## src/rtl/imem_load_ctrl.sv

```systemverilog
// Instruction-memory port sequencer: shares the single address/write port between
// instruction fetch and a valid/ready program-loader stream.
module imem_load_ctrl #(
  parameter int unsigned RAM_WIDTH     = 32,
  parameter int unsigned RAM_ADDR_BITS = 11
) (
  input  logic                     clk,
  input  logic                     rst_n,
  // fetch side
  input  logic [RAM_ADDR_BITS-1:0] cpu_pc,
  output logic [RAM_WIDTH-1:0]     cpu_instr,
  output logic                     cpu_stall,
  // loader control
  input  logic                     load_start,
  input  logic [RAM_ADDR_BITS-1:0] load_base,
  input  logic [RAM_ADDR_BITS:0]   load_len,
  input  logic [RAM_WIDTH-1:0]     ld_data,
  input  logic                     ld_valid,
  output logic                     ld_ready,
  output logic                     load_busy,
  output logic                     load_done,
  // memory port
  output logic                     mem_w_en,
  output logic [RAM_ADDR_BITS-1:0] mem_pc,
  output logic [RAM_WIDTH-1:0]     mem_data_in,
  input  logic [RAM_WIDTH-1:0]     mem_instr
);

  localparam int unsigned LeftW = RAM_ADDR_BITS + 1;

  typedef enum logic [1:0] {StIdle, StLoad, StFlush} state_e;

  state_e                   state_q, state_d;
  logic [RAM_ADDR_BITS-1:0] wr_addr_q, wr_addr_d;
  logic [LeftW-1:0]         left_q, left_d;
  logic                     w_pend_q, w_pend_d;
  logic [RAM_ADDR_BITS-1:0] w_addr_q, w_addr_d;
  logic [RAM_WIDTH-1:0]     w_data_q, w_data_d;
  logic                     load_done_q, load_done_d;

  // Next-state: FSM sequencing plus the one-deep write stage fed by accepted beats.
  always_comb begin
    state_d     = state_q;
    wr_addr_d   = wr_addr_q;
    left_d      = left_q;
    w_pend_d    = w_pend_q;
    w_addr_d    = w_addr_q;
    w_data_d    = w_data_q;
    load_done_d = 1'b0;
    unique case (state_q)
      StIdle: begin
        w_pend_d = 1'b0;
        if (load_start) begin
          wr_addr_d = load_base;
          left_d    = load_len;
          // Zero-length load completes immediately without stalling fetch.
          if (load_len == '0) load_done_d = 1'b1;
          else                state_d     = StLoad;
        end
      end
      StLoad: begin
        // ld_ready is high throughout LOAD, so ld_valid alone marks a beat.
        if (ld_valid) begin
          w_pend_d  = 1'b1;
          w_data_d  = ld_data;
          w_addr_d  = wr_addr_q;
          wr_addr_d = wr_addr_q + RAM_ADDR_BITS'(1);
          left_d    = left_q - LeftW'(1);
          if (left_q == LeftW'(1)) state_d = StFlush;
        end else begin
          w_pend_d = 1'b0;
        end
      end
      StFlush: begin
        state_d     = StIdle;
        w_pend_d    = 1'b0;
        load_done_d = 1'b1;
      end
      default: state_d = StIdle;
    endcase
  end

  // State registers with synchronous active-low reset.
  always_ff @(posedge clk) begin
    if (!rst_n) begin
      state_q     <= StIdle;
      wr_addr_q   <= '0;
      left_q      <= '0;
      w_pend_q    <= 1'b0;
      w_addr_q    <= '0;
      w_data_q    <= '0;
      load_done_q <= 1'b0;
    end else begin
      state_q     <= state_d;
      wr_addr_q   <= wr_addr_d;
      left_q      <= left_d;
      w_pend_q    <= w_pend_d;
      w_addr_q    <= w_addr_d;
      w_data_q    <= w_data_d;
      load_done_q <= load_done_d;
    end
  end

  // Port mux: fetch owns the memory in IDLE, the write stage owns it otherwise.
  always_comb begin
    load_busy   = (state_q != StIdle);
    ld_ready    = (state_q == StLoad);
    cpu_stall   = load_busy;
    cpu_instr   = load_busy ? '0 : mem_instr;
    mem_pc      = load_busy ? w_addr_q : cpu_pc;
    mem_data_in = w_data_q;
    mem_w_en    = load_busy & w_pend_q;
    load_done   = load_done_q;
  end

endmodule

```

## config.mk

```make
export PLATFORM = sky130hd
export DESIGN_NAME = imem_load_ctrl
export DESIGN_NICKNAME = d
export VERILOG_FILES = /design/src/rtl/imem_load_ctrl.sv
export SDC_FILE = /design/constraint.sdc
export NUM_CORES = 1
export LEC_CHECK = 0
export CORE_MARGIN = 3
export CORE_UTILIZATION = 35
export CTS_CLUSTER_DIAMETER = 60
export DETAILED_ROUTE_END_ITERATION = 6
export PLACE_DENSITY = 0.72
export RECOVER_POWER = 50
export SETUP_SLACK_MARGIN = 0.05
export SLEW_MARGIN = 40
export SYNTH_ARGS = -nofsm -noshare
export SYNTH_HDL_FRONTEND = slang
export SYNTH_SLANG_ARGS = --single-unit
```

## constraint.sdc

```tcl
create_clock -name clk -period 4.9 [get_ports clk]
set_input_delay 0.98 -clock clk [delete_from_list [all_inputs] [get_ports clk]]
set_output_delay 0.98 -clock clk [all_outputs]
set_load 0.05 [all_outputs]
```

==> key figures <==
Status
  – Status: finished, violations left
  – Failing checks: capacitance limit, slew limit

Worst setup path
  – Worst Setup Path Type: primary input to flip-flop
  – Slowest stage cell, crit path: clkbuf_1
  – Crit path DAT: 4.28 ns
  – Max incr delay on CP: 1.66 ns
  – Buf/Inv on CP: 3
  – Cell family with most CP delay: buffers and inverters
  – CP max FO: 50
  – Startpoint types: primary input
  – Required @ worst endpoint: 5.14 ns
  – Crit-path cells: dlygate4sd3_1, clkinv_1, clkbuf_1, nor2_1, a32o_1
  – CP Capture Type: flip-flop

STA
  – Slew Viols, Final: 51
  – Final setup viols: 0
  – Max_slew headroom: -52.0%
  – Final hold vios: 0
  – Final cycle utilization of the critical path: 82.5%
  – Setup tns final: 0 ns
  – Unrepaired setup endpoints after global routing: no
  – Fmax: 0.247 GHz
  – Worst-Margin Slew: 2.28 ns
  – Clk_skew: 0.00426 ns
  – Tmin final: 4.04 ns

GRT
  – GRT overflow: 0
  – Overall Global Routing Usage: 19.4%
  – Largest net degree at the start of global routing: 51
  – Vias in the first global route: 3,628
  – First-pass GRT wire length: 18,100 um
  – Initial antenna violation count: 0

Power and ir drop
  – Clk network pwr share: 31.1%
  – P_sw: 577 uW
  – Pleak: 2.07 nW
  – Power per cell area: 299 mW/mm^2
  – P_int: 1.11 mW
  – Switching Fraction: 34.3%
  – Seq pwr share: 37.7%
  – VDD IR max: 166 uV
  – Gate power share: 31.2%

Detailed routing
  – Final WL: 11,600 um
  – DRC: 0
  – Vias per cell: 5.11
  – Vias: 3,884
  – Remaining antenna violation count after routing: 0
  – TritonRoute pass-1 iters: 4
  – 1st-iter DRT viols: 253
  – WL/cell: 15.2 um

CTS
  – Total CTS buffers: 9
  – Post-CTS setup buffers: 0
  – Clk buf depth: 2
  – H-tree depth: 3
  – Clock sink total: 70
  – Worst-Skew Late Latency: 0.34 ns
  – Resize count post-CTS: 0
  – Clock Pin Slew Worst Setup and Hold Paths: 0.07 ns
  – Hold buffer count at cts: 0
  – Clock Tree Root: clkbuf_8
  – CTS tree: yes

Final layout
  – Nets: 727
  – Post-Layout Cell Count: 760
  – Area growth, synth to finish: 57.9%
  – Multi-input logic area: 0.00196 sq mm
  – Fill cells: 950
  – Final Cell Area: 0.00563 sq mm
  – Most frequent cells in the layout: clkdlybuf4s50_1 (146), nand2_1 (108), dfxtp_1 (70)
  – Layout cells sized above 1: 6.54%
  – Storage element area: 0.00140 sq mm
  – Commonest non-fill, non-tap cell in the layout: clkdlybuf4s50_1
  – # diodes: 0

Die
  – Die Area: 0.0114 sq mm
  – Site Rows: 36
  – IO Count: 182
  – Core area: 0.00982 sq mm
  – Die width: 107 um
  – Initial Utilization: 36.3%
  – DIE HEIGHT: 107 um

Placement
  – Post-detail-place hpwl: 8500 um
  – Placer Congestion: 0.818
  – Post-DP Area: 0.00541 sq mm
  – Buffers on Ports: 181
  – Placed cell count: 744

Yosys
  – Avg Cell Area, Syn: 7.78 sq um
  – Dominant synthesized flop cell: dfxtp_1
  – Synth Instances: 458
  – Post-synthesis register bit count: 70
  – Number of synthesized flops with an enable pin: 0
  – Register area share after synthesis: 39.3%
  – Synthesized area: 0.00356 sq mm
  – Yosys synthesis warning count: 0
  – Async S/R FF share, synth: 0%
  – Syn Nets: 563
  – Synth unique cells: 55

Hold path
  – Worst Hold Class: flip-flop to flip-flop

Flow run
  – Max Cap Viol: 1
kinds of logic after synthesis:
group	count (synthesis)	share of synthesized area (%)
and+or+nand+nor	218	30.1
AOI/OAI and AO/OA	111	18.9
DFF	70	39.3
buffers and inverters	40	5.83
muxes	15	4.60
adders and majority gates	3	1.05
xor gates and xnor gates	1	0.246
power by group through the flow:
stage                     clock network (mW)  logic (mW)  registers, mW
after floorplan                            0       0.296          0.676
after global placement                     0       0.520          0.645
after detailed placement                   0       0.528          0.647
after CTS                              0.531       0.530          0.634
after global routing                   0.557       0.559          0.640
final                                  0.524       0.524          0.635
flip-flops by register name, summed over array words and instances, names as in the netlist:
register     cells
load_done        1
mem_data_in     32
w_pend_q         1
left_q          12
wr_addr_q       11
state_q          2
w_addr_q        11
layer usage:
layer | up-vias | share of wire, % | track usage (%)
li1 | 1928 | - | -
met1 | 1789 | 43 | 24.2
met2 | 153 | 48 | 33.4
met3 | 14 | 7.9 | 4.39
met4 | 0 | 1.2 | 5.48
met5 | - | 0 | 0
synth_stat cells (4+ instances only):
library cell | n | area [sq um]
nand2_1 | 108 | 405
dfxtp_1 | 70 | 1400
a21oi_1 | 63 | 315
and2_1 | 38 | 238
clkbuf_1 | 19 | 71.3
nor2_1 | 16 | 60.1
o21ai_0 | 12 | 60.1
buf_2 | 11 | 55.1
mux2_2 | 11 | 124
nor4_1 | 9 | 56.3
nor3_1 | 8 | 40.0
nand3_1 | 6 | 30.0
nand4_1 | 6 | 37.5
a211oi_1 | 5 | 37.5
inv_1 | 5 | 18.8
nand2b_1 | 5 | 31.3
clkbuf_8 | 4 | 55.1
mux2i_1 | 4 | 40.0
o211ai_1 | 4 | 30.0
worst min-delay path, delay by kind of cell (launching register included):
family	cells	cell delay (ns)
AND/OR/NAND/NOR	1	0.05
flip-flops	1	0.31
AO/OA/AOI/OAI	1	0.05
final cells by class:
cell class,instances,area share (%)
tap,133,2.96
clock inverter,7,1.76
timing repair buffer,188,33.0
sequential,70,24.9
clock buffer,9,2.20
inverter,5,0.333
multi-input combinational,348,34.9
path summary, 6_finish.rpt:
check,end,slack [ns],cells past startpoint,startpoint
setup / recovery,wr_addr_q[7]$_SDFFE_PN0P_,0.86,5,rst_n
hold / removal,mem_data_in[2]$_SDFFE_PN0P_,0.45,2,mem_data_in[2]$_SDFFE_PN0P_
setup reg to reg,left_q[10]$_SDFFE_PN0P_,2.18,5,state_q[0]$_SDFFE_PN0P_
hold reg to reg,mem_data_in[2]$_SDFFE_PN0P_,0.45,2,mem_data_in[2]$_SDFFE_PN0P_
through the flow:
step | total power [mW] | setup slack, ns | util [%] | hold slack, ns
2_1_floorplan | 0.971 | 2.49 | - | 0.434
3_3_place_gp | 1.17 | 1.53 | 55.1 | 0.441
3_5_place_dp | 1.17 | 1.53 | 55.1 | 0.446
6_report | 1.68 | 0.858 | 57.3 | 0.453
4_1_cts | 1.70 | 1.27 | 57.3 | 0.457
5_1_grt | 1.76 | 0.664 | 57.3 | 0.475
No activity file was read; power rests on OpenSTA's default activity.
